[config.mk]
export PLATFORM = sky130hd
export DESIGN_NAME = debug_mailbox
export DESIGN_NICKNAME = d
export VERILOG_FILES = /design/src/rtl/debug_mailbox.sv
export SDC_FILE = /design/constraint.sdc
export NUM_CORES = 1
export LEC_CHECK = 0
export BUFFER_PORTS_ARGS = -buffer_cell sky130_fd_sc_hd__buf_2
export CORE_AREA = 2 2 121 134
export CTS_CLUSTER_SIZE = 20
export DETAILED_ROUTE_END_ITERATION = 16
export DIE_AREA = 0 0 123 136
export GPL_TIMING_DRIVEN = 0
export PLACE_DENSITY = 0.58
export SYNTH_ARGS = -nofsm -noshare
export SYNTH_HDL_FRONTEND = slang
export SYNTH_SLANG_ARGS = --single-unit
[constraint.sdc]
create_clock -name sysclk -period 4.7 [get_ports sysclk]
set_clock_uncertainty 0.05 [all_clocks]
set_input_delay 0.235 -clock sysclk [delete_from_list [all_inputs] [get_ports sysclk]]
set_output_delay 0.235 -clock sysclk [all_outputs]
set_load 0.01 [all_outputs]
[src/rtl/debug_mailbox.sv]
// debug_mailbox: bidirectional 16-bit word mailbox between the target core and the debug visor.
// Define MAILBOX_IRQ_EN to add the registered tg_irq output.
module debug_mailbox_fifo #(
    parameter int DEPTH = 4,
    parameter int AW    = $clog2(DEPTH)
) (
    input  logic          clk_i,
    input  logic          rst_ni,
    input  logic          push_i,
    input  logic          pop_i,
    input  logic [15:0]   data_i,
    output logic [15:0]   head_o,
    output logic          empty_o,
    output logic          full_o,
    output logic [AW:0]   count_o,
    output logic          push_ok_o
);
    localparam logic [AW:0] PTR_ONE = (AW+1)'(1);
    logic [15:0] mem_q [DEPTH];
    logic [AW:0] wptr_q, wptr_d, rptr_q, rptr_d;
    logic        pop_ok;
    assign empty_o   = wptr_q == rptr_q;
    assign full_o    = (wptr_q ^ rptr_q) == {1'b1, {AW{1'b0}}};
    assign pop_ok    = pop_i && !empty_o;
    // A pop on a full FIFO frees the slot the same-cycle push lands in.
    assign push_ok_o = push_i && (!full_o || pop_ok);
    assign count_o   = wptr_q - rptr_q;
    assign head_o    = empty_o ? 16'h0000 : mem_q[rptr_q[AW-1:0]];
    always_comb begin
        wptr_d = push_ok_o ? wptr_q + PTR_ONE : wptr_q;
        rptr_d = pop_ok ? rptr_q + PTR_ONE : rptr_q;
    end
    always_ff @(posedge clk_i) begin
        if (!rst_ni) begin
            wptr_q <= '0;
            rptr_q <= '0;
        end else begin
            wptr_q <= wptr_d;
            rptr_q <= rptr_d;
        end
    end
    always_ff @(posedge clk_i) begin
        if (push_ok_o) mem_q[wptr_q[AW-1:0]] <= data_i;
    end
endmodule

module debug_mailbox #(
    parameter int DEPTH = 4,
    parameter int AW    = $clog2(DEPTH)
) (
    input  logic        sysclk,
    input  logic        sysreset,
    input  logic [15:0] tg_wr_data,
    input  logic        tg_wr_load,
    output logic [15:0] tg_rd_data,
    input  logic        tg_rd_ack,
    output logic [15:0] tg_status,
    input  logic        tg_clear_ovf,
`ifdef MAILBOX_IRQ_EN
    output logic        tg_irq,
`endif
    output logic [15:0] vs_rd_data,
    output logic        vs_rd_valid,
    input  logic        vs_rd_ready,
    input  logic [15:0] vs_wr_data,
    input  logic        vs_wr_valid,
    output logic        vs_wr_ready
);
    logic          t2v_empty, t2v_full, t2v_push_ok;
    logic          v2t_empty, v2t_full, v2t_push_ok;
    logic [AW:0]   t2v_count, v2t_count;
    logic          t2v_ovf_q, t2v_ovf_d, v2t_unf_q, v2t_unf_d;
    logic          t2v_ovf_set, v2t_unf_set;

    function automatic logic [3:0] sat4(input logic [AW:0] c);
        logic [4:0] w;
        w = 5'(c);
        return (w > 5'd15) ? 4'hF : w[3:0];
    endfunction

    debug_mailbox_fifo #(.DEPTH(DEPTH), .AW(AW)) u_t2v (
        .clk_i(sysclk), .rst_ni(sysreset),
        .push_i(tg_wr_load), .pop_i(vs_rd_valid && vs_rd_ready), .data_i(tg_wr_data),
        .head_o(vs_rd_data), .empty_o(t2v_empty), .full_o(t2v_full),
        .count_o(t2v_count), .push_ok_o(t2v_push_ok)
    );

    debug_mailbox_fifo #(.DEPTH(DEPTH), .AW(AW)) u_v2t (
        .clk_i(sysclk), .rst_ni(sysreset),
        .push_i(vs_wr_valid && vs_wr_ready), .pop_i(tg_rd_ack), .data_i(vs_wr_data),
        .head_o(tg_rd_data), .empty_o(v2t_empty), .full_o(v2t_full),
        .count_o(v2t_count), .push_ok_o(v2t_push_ok)
    );

    assign vs_rd_valid = !t2v_empty;
    // A full v2t still accepts a word when the target pops in the same cycle.
    assign vs_wr_ready = !v2t_full || tg_rd_ack;
    assign t2v_ovf_set = tg_wr_load && !t2v_push_ok;
    assign v2t_unf_set = tg_rd_ack && v2t_empty;
    assign t2v_ovf_d   = t2v_ovf_set || (t2v_ovf_q && !tg_clear_ovf);
    assign v2t_unf_d   = v2t_unf_set || (v2t_unf_q && !tg_clear_ovf);
    assign tg_status   = {sat4(t2v_count), sat4(v2t_count), 2'b00, v2t_unf_q, t2v_ovf_q,
                          t2v_full, t2v_empty, v2t_full, !v2t_empty};

    always_ff @(posedge sysclk) begin
        if (!sysreset) begin
            t2v_ovf_q <= 1'b0;
            v2t_unf_q <= 1'b0;
        end else begin
            t2v_ovf_q <= t2v_ovf_d;
            v2t_unf_q <= v2t_unf_d;
        end
    end

`ifdef MAILBOX_IRQ_EN
    logic irq_q, irq_d;
    assign irq_d  = (v2t_empty && v2t_push_ok) || (t2v_ovf_set && !t2v_ovf_q);
    assign tg_irq = irq_q;
    always_ff @(posedge sysclk) begin
        if (!sysreset) irq_q <= 1'b0;
        else irq_q <= irq_d;
    end
`endif
endmodule

# == Word-level counts from Yosys, hierarchy flattened ==
# Memory sizes are Yosys's and may differ from the RTL's. A register that Yosys moved wholly into a read port is not among the register bits.
# Index checks and enable logic that the tools add are counted.
# classes
add_sub_neg,6
eq_ne,4
mux,10
n_bitwise,2
reduce_logical,21
# ops
cell,count
$mux 16,2
$add 3x1->3 const B,4
$logic_and 1x1->1,10
$mux 2,4
$eq 3x3->1,2
$eq 3x3->1 const B,2
$logic_not 1->1,6
$sub 3x3->3,2
$xor 3x3->3,2
$logic_or 1x1->1,5
$mux 1,4
# word_totals
ff_bits,14
ram_bits,128
inputBits,39
out_inout_bits,50
elab_cells,51
n_memories,2
# memory_table
memory,words,word_bits,rd,rd_ports_with_merged_regs,wr,line,source
u_t2v.mem_q,4,16,1,1,1,19,logic [15:0] mem_q [DEPTH];
u_v2t.mem_q,4,16,1,1,1,19,

# == Logic depth before layout (Yosys ltp) ==
# Gate-level depths: netlist of run 1.
# logic_depth
depth_word,9
depth_mapped,7
ltp_nobuf,5

# == Cells and area by module ==
# A second synthesis of run 1 with hierarchy kept.
# unflattened
hier_cells,339
hier_area_um2,6045.8
# by_module_without_submodules
module,n_inst,cells_each,area_per_inst_um2,seq_area_each_um2
debug_mailbox_fifo,2,158,2930.3,2082.0
debug_mailbox,1,23,185.2,40.0

# == Worst setup path after synthesis of run 1 ==
# No wires, ideal clock.
# synth_timing
kind,flip-flop to flip-flop
start,reg u_t2v.wptr_q[0]
end,mem u_t2v.mem_q[0][0] (enable)
setup_ns,0.374
arrival_time_ns,1.582
t_required_ns,4.276
slack_ns,2.694
path_stages_with_launch,6
path_cell_list,dfxtp_1 > inv_1 > ha_1 > nand2_1 > o31a_1 > and2_1
# synth_between
elab_chain_len,8
word_cells_on_any_way,11
cone_classes,2 x eq/ne; 2 x mux; 1 x bitwise; 6 x reduce/logical
# synth_lines
element,line,source
"start, declared",20,"logic [AW:0] wptr_q, wptr_d, rptr_q, rptr_d;"
"start signal, assigned",38,wptr_q <= wptr_d;
$eq 3x3->1,22,assign empty_o = wptr_q == rptr_q;
$logic_not 1->1,"24, 95",
$logic_and 1x1->1,83,".push_i(tg_wr_load), .pop_i(vs_rd_valid && vs_rd_ready), .data_i(tg_wr_data),"
$logic_and 1x1->1,24,assign pop_ok = pop_i && !empty_o;
$logic_or 1x1->1,26,assign push_ok_o = push_i && (!full_o || pop_ok);
$logic_and 1x1->1,26,
$mux 1,43,if (push_ok_o) mem_q[wptr_q[AW-1:0]] <= data_i;
$mux 1 (not written as such),43,
"end, declared",19,
# Several ways; a longest one is shown, not always the timed one.

# == Final worst setup path of run 1 ==
# layout_timing
start,reg u_t2v.wptr_q[0]
end,out tg_status[2]
# layout_between
elab_chain_len,1
# layout_lines
element,line,source
$eq 3x3->1,22,
"end, declared",57,"output logic [15:0] tg_status,"
# Every way passes these cells.

==> results of run 1 <==
-- cell usage in the layout, fill, tap and decap left out, types with 14 or more instances in the layout --
cell and count:
buf_2 89, clkbuf_16 17, dfxtp_1 18, dlygate4sd3_1 32, edfxtp_1 128, ha_1 14, inv_1 16, mux4_2 32
nand2_1 20, nor2b_1 33
-- kinds of logic after synthesis --
logic type / Yosys count / synth area share (%)
and+or+nand+nor: 74 / 6.834
muxes: 44 / 13.92
other: 1 / 0.06207
buffers and inverters: 39 / 3.479
adders and majority gates: 16 / 3.562
DFF: 146 / 69.58
AOI/OAI and AO/OA: 13 / 1.719
xor gates and xnor gates: 5 / 0.8492
-- worst min-delay path, cell delays in order --
cell	delay, ps
buf_2	90
nand2b_1	90
a21boi_0	70
-- power breakdown --
part | leakage, nW | internal [W] | total, W | switching (W)
logic | 1.23 | 0.000310 | 0.000660 | 0.000350
clock network | 0.311 | 0.000952 | 0.00148 | 0.000533
registers | 1.32 | 0.00148 | 0.00151 | 0.0000228
total | 2.87 | 0.00274 | 0.00365 | 0.000905
-- registers in the layout (all words and copies together), names as in the netlist, named ones only --
register / count
t2v_ovf_q: 1
u_t2v.mem_q: 64
u_t2v.rptr_q: 3
u_t2v.wptr_q: 3
u_v2t.mem_q: 64
u_v2t.rptr_q: 3
u_v2t.wptr_q: 3
v2t_unf_q: 1
-- per-layer routing --
layer	global-route usage [%]	wire (µm)	vias to the layer above
met1	16.88	4823	1604
met2	25.41	5864	85
li1	-	-	1547
met3	5.201	634	19
met4	5.871	169	0
met5	0	0	-
-- through the flow --
step | cells | util, % | total power [W] | hold slack, ps | setup slack [ps]
final | 688 | 49.66 | 0.003649 | 62.94 | 1791
after global routing | 688 | 49.66 | 0.003815 | 56.93 | 1530
after detailed placement | 624 | 43.36 | 0.002190 | 399.6 | 2146
after global placement | 624 | 43.36 | 0.002179 | 395.0 | 2167
after CTS | 688 | 49.66 | 0.003704 | 49.17 | 1673
after floorplan | 341 | - | 0.001944 | 283.9 | 2694
-- worst max-delay path by stage --
stage / start / to / slack, ps / depth (start not counted)
detailed placement: u_t2v.wptr_q[0]$_SDFFE_PN0P_ / tg_status[2] / 2150 / 7
global placement: u_t2v.wptr_q[0]$_SDFFE_PN0P_ / u_t2v.mem_q[0][9]$_DFFE_PP_ / 2170 / 5
global route: u_t2v.wptr_q[0]$_SDFFE_PN0P_ / tg_status[2] / 1530 / 7
finish: u_t2v.wptr_q[0]$_SDFFE_PN0P_ / tg_status[2] / 1790 / 7
floorplan: u_t2v.wptr_q[0]$_SDFFE_PN0P_ / u_t2v.mem_q[0][0]$_DFFE_PP_ / 2690 / 5
CTS: u_t2v.wptr_q[0]$_SDFFE_PN0P_ / tg_status[2] / 1670 / 7
-- final cells by class --
type | count | area, µm²
fillers | 1329 | 7800
flip-flops and latches | 146 | 4204
multi-input cells | 156 | 1639
repair buffers | 115 | 735.7
clock buffers | 18 | 429.2
well taps | 200 | 250.2
clock inverters | 14 | 226.5
plain buffers | 23 | 150.1
inverters | 16 | 60.06
==> results.py, run 1 <==
metrics = {
    "outcome": {
        "run_status": "complete, no violations",
    },
    "detailed_routing": {
        "drt_iter0_markers": 139,
        "routed_wl_mm": 11.49,
        "first_pass_iters": 4,
        "num_vias": 3255,
        "ant_nets": 0,
        "viasPerCell": 4.731,
        "wire_per_inst_um": 16.70,
        "drc": 0,
    },
    "die": {
        "pin_count": 89,
        "row_count": 48,
        "core_um2": 15490,
        "initial_core_util_pct": 38.99,
        "die_w_um": 123,
        "die_area_um2": 16730,
        "die_y_um": 136,
    },
    "synthesis": {
        "synthTopCellsByCount": "128 x edfxtp_1, 33 x nor2b_1, 32 x mux4_2",
        "synth.most_common_cell": "edfxtp_1",
        "ys_warn_count": 0,
        "synth.distinct_cells": 36,
        "synth-main-ff-cell": "edfxtp_1",
        "syn-cell-area_um2": 6042,
        "synth-seq-cells": 146,
        "syn_area_per_cell_um2": 17.88,
        "synth_edf_count": 128,
        "synthTopCellsByArea": "edfxtp_1 64%, mux4_2 12%, dfxtp_1 6.0%, nor2b_1 3.4%, ha_1 2.9%",
        "synth_top_cell_by_area": "edfxtp_1",
        "syn_inst": 338,
        "async_flop_share_pct": 0,
        "synth.top_cell.area_share_pct": 63.62,
        "yosysSeqAreaShare_pct": 69.58,
    },
    "power_and_ir_drop": {
        "power_density_nw_per_um2": 474.3,
        "peakVddDrop_v": 0.0002690,
        "power_leakage_nw": 2.865,
    },
    "worst_setup_path": {
        "cpMostUsedCell": "buf_2",
        "critPathRequiredTime_ps": 4410,
        "reg2reg_slack_ps": 2210,
        "r2r-start": "u_t2v.wptr_q[0]$_SDFFE_PN0P_",
        "criticalPathCategory": "reg2out",
        "path_max_fanout": 10,
        "cp-end-kind": "output port",
        "cpMaxStageDelayCell": "nor2_1",
        "crit_arrival_ps": 2620,
        "critPathTopFamily": "simple AND/OR/NAND/NOR gates",
        "start_kind": "flip-flop",
        "rr_worst_depth": 5,
        "crit_chain": "inv_1, ha_1, nand2_1, nor2_1, buf_2, buf_4, buf_2",
        "rr_endpoint": "u_t2v.mem_q[1][4]$_DFFE_PP_",
        "path_buf_inv": 4,
        "worst_path_largest_cell_delay_ps": 610,
    },
    "placed_design": {
        "port_buffers": 83,
        "postPlaceCellArea_um2": 6719,
        "place.gp.congestion": 0.7775,
        "dp_hpwl_mm": 7.308,
    },
    "clock_network": {
        "htree_levels": 4,
        "clk_latency_ps": 420,
        "cts_buffers": 17,
        "postCtsHoldBufs": 32,
        "root_buffer": "clkbuf_16",
        "post-cts-setup-buffers": 0,
        "clock_sinks": 146,
        "cts.clk_slew.worst_paths_ps": 60,
        "cts_tree": "yes",
        "clockBufferDepth": 2,
        "post_cts_resized": 0,
    },
    "min_path": {
        "hold_class": "in2reg",
        "min_from": "tg_clear_ovf",
        "hold_path_end": "v2t_unf_q$_SDFF_PN0_",
        "min_delay_path_depth": 3,
    },
    "global_routing": {
        "grt_pass1_wl_mm": 17.88,
        "grt_pass1_vias": 3473,
        "gr-total-overflow": 0,
        "grt_usage_pct": 14.82,
        "grt_antenna_before_repair": 0,
        "grt_max_degree": 18,
    },
    "sta": {
        "tns_ps": 0,
        "setup_violations": 0,
        "maxSlewViolCount": 0,
        "post-route-period-util_pct": 61.89,
        "slew_headroom_pct": 30.09,
        "fmax_ghz": 0.3438,
        "fin_crit_ps": 2909,
        "rsz0062_at_grt": "no",
        "worst_pin_slew_ps": 1049,
        "hold_viol": 0,
    },
    "final_layout": {
        "drive_above_1_share_pct": 34.02,
        "fin_area_um2": 7695,
        "layout.nets": 530,
        "area_growth_pct": 27.36,
        "num_antenna_cells": 0,
    },
    "run": {
        "drv_cap": 0,
    },
}
No activity file was read; power rests on OpenSTA's default activity.
==> run 2: changes to the inputs <==
Settings changed: ABC_AREA from default to 1, CORE_AREA 2 2 121 134 to 2 2 123 137, DIE_AREA 0 0 123 136 to 0 0 125 139, PLACE_DENSITY 0.58 to 0.6.
Clock period 4.7 ns to 2.6 ns, I/O delays scaled along.
==> results.py, run 2 <==
metrics = {
    "outcome": {
        "run_status": "complete, no violations",
    },
    "global_routing": {
        "gr-total-overflow": 0,
        "grt_pass1_vias": 4427,
        "grt_max_degree": 17,
        "grt_usage_pct": 16.66,
        "grt_antenna_before_repair": 0,
        "grt_pass1_wl_mm": 22.39,
    },
    "die": {
        "row_count": 49,
        "pin_count": 89,
        "die_y_um": 139,
        "die_area_um2": 17380,
        "die_w_um": 125,
        "initial_core_util_pct": 39.31,
        "core_um2": 16060,
    },
    "synthesis": {
        "ys_warn_count": 0,
        "synth.distinct_cells": 28,
        "yosysSeqAreaShare_pct": 66.57,
        "synthTopCellsByCount": "149 x nor2_1, 128 x edfxtp_1, 60 x o21ai_0",
        "synth_top_cell_by_area": "edfxtp_1",
        "async_flop_share_pct": 0,
        "synthTopCellsByArea": "edfxtp_1 61%, nor2_1 8.9%, dfxtp_1 5.7%, o21ai_0 4.8%, a21oi_2 2.8%",
        "synth-main-ff-cell": "edfxtp_1",
        "syn-cell-area_um2": 6315,
        "synth.most_common_cell": "nor2_1",
        "synth.top_cell.area_share_pct": 60.87,
        "synth-seq-cells": 146,
        "syn_area_per_cell_um2": 11.74,
        "synth_edf_count": 128,
        "syn_inst": 538,
    },
    "worst_setup_path": {
        "cpMaxStageDelayCell": "nor2_2",
        "criticalPathCategory": "reg2reg",
        "worst_path_largest_cell_delay_ps": 750,
        "cp-end-kind": "flip-flop",
        "start_kind": "flip-flop",
        "critPathRequiredTime_ps": 2600,
        "crit_arrival_ps": 2360,
        "crit_chain": "inv_1, ha_1, nand2_1, inv_2, nand3_4, nand2_4, nor2_2",
        "path_max_fanout": 16,
    },
    "sta": {
        "hold_viol": 0,
        "slew_headroom_pct": 34.95,
        "worst_pin_slew_ps": 974.7,
        "fin_crit_ps": 2368,
        "rsz0062_at_grt": "no",
        "hold_ws_ps": 402.9,
        "tns_ps": 0,
        "post-route-period-util_pct": 91.09,
        "maxSlewViolCount": 0,
        "setup_violations": 0,
        "fmax_ghz": 0.4222,
    },
    "clock_network": {
        "post-cts-setup-buffers": 0,
        "cts.clk_slew.worst_paths_ps": 60,
        "post_cts_resized": 0,
        "cts_tree": "yes",
        "clk_latency_ps": 420,
        "htree_levels": 4,
        "clockBufferDepth": 2,
        "clock_sinks": 146,
        "root_buffer": "clkbuf_16",
        "cts_buffers": 17,
    },
    "final_layout": {
        "drive_above_1_share_pct": 28.67,
        "final_cell_mix": "141 x nor2_1, 128 x edfxtp_1, 92 x buf_2, 60 x o21ai_0, 40 x dlygate4sd3_1",
        "fill_cells": 1459,
        "final_cell_count_no_fill": 905,
        "num_antenna_cells": 0,
        "area_growth_pct": 26.75,
        "layout.nets": 743,
        "layout_commonest_cell": "nor2_1",
        "fin_util_pct": 49.83,
    },
    "run": {
        "drv_cap": 0,
    },
    "placed_design": {
        "port_buffers": 84,
        "dp_hpwl_mm": 9.092,
        "place_inst": 833,
        "place.gp.congestion": 0.7739,
    },
    "power_and_ir_drop": {
        "power_density_nw_per_um2": 767.0,
        "switching_share_pct": 28.85,
        "switching_power_w": 0.001771,
        "pwr-share-clk_pct": 35.8,
        "p_seq_share_pct": 44.1,
        "power_leakage_nw": 3.118,
        "peakVddDrop_v": 0.0004124,
        "p_int_w": 0.004368,
        "finalPower_w": 0.006139,
        "p_comb_share_pct": 20.2,
    },
    "detailed_routing": {
        "drt_iter0_markers": 205,
        "wire_per_inst_um": 15.31,
        "routed_wl_mm": 13.86,
        "num_vias": 4253,
        "viasPerCell": 4.699,
        "first_pass_iters": 4,
        "ant_nets": 0,
        "drc": 0,
    },
    "min_path": {
        "hold_class": "in2reg",
    },
}
-- run 2: changes by cell type in the layout (fill, tap and decap cells not counted), moves of 7 or more --
cell,delta
nor2_1,+138
and2_1,-7
o21ai_0,+58
inv_2,+7
inv_1,+11
nand3_1,+10
a21oi_2,+20
a21oi_1,+21
mux4_2,-32
nor2b_1,-33
nor2_2,+9
dlygate4sd3_1,+8
mux2i_1,-12
-- run 2: worst max-delay path, delay by kind of cell, from the launching register on --
kind | cells | cell delay [ps]
simple gates | 4 | 1060
flops | 1 | 400
fa+ha+maj | 1 | 290
buf+inv | 2 | 180
-- run 2: worst paths after layout --
kind,start,endpoint,slack (ps),depth (start not counted)
hold / removal,vs_wr_data[10],u_v2t.mem_q[2][10]$_DFFE_PP_,400,2
hold reg to reg,v2t_unf_q$_SDFF_PN0_,v2t_unf_q$_SDFF_PN0_,430,2
setup reg to reg,u_v2t.wptr_q[0]$_SDFFE_PN0P_,u_v2t.mem_q[2][8]$_DFFE_PP_,230,7
setup / recovery,u_v2t.wptr_q[0]$_SDFFE_PN0P_,u_v2t.mem_q[2][8]$_DFFE_PP_,230,7
-- run 2: stage by stage --
stage,setup WS [ps],area (µm²)
after CTS,180.1,8004
after floorplan,345.2,6326
after global routing,34.32,8004
after detailed placement,191.7,7071
after global placement,-329.9,7002
final,231.7,8004
-- run 2: metal layers --
metal / global-route usage, % / wire length, µm / part of all wire (%)
met1: 19.32 / 5884 / 42
met2: 30.03 / 7261 / 52
met3: 4.167 / 555 / 4.0
met4: 5.614 / 157 / 1.1
met5: 0 / 0 / 0
-- run 2: cells by family (layout without fill, tap and decap cells) --
kind of cell	after synthesis	in the layout	synth area share, %
buf+inv	69	229	6.004
fa+ha+maj	16	16	3.408
compound gates	106	106	9.590
simple gates	194	194	13.53
xor+xnor	6	6	0.8322
other cells	1	4	0.05938
flops	146	146	66.57
-- run 2: layout make-up --
type	instances	area, µm²	area share, %
plain buffers	31	219.0	2.736
clock buffers	18	429.2	5.362
clock inverters	14	103.9	1.297
inverters	38	160.2	2.001
multi-input cells	326	1763	22.03
flip-flops and latches	146	4204	52.52
well taps	204	255.2	3.189
repair buffers	128	869.6	10.86
-- run 2: what timing repair did --
action,in CTS,in global routing
setup endpoints to repair,0,0
hold buffers,40,0
hold endpoints to repair,141,0
-- run 2: power groups by stage --
stage	combinational, W	sequential [W]	clock (W)
after floorplan	0.000762	0.00275	0
after global placement	0.00116	0.00275	0
after detailed placement	0.00120	0.00276	0
after CTS	0.00125	0.00271	0.00224
after global routing	0.00137	0.00271	0.00235
final	0.00124	0.00271	0.00220
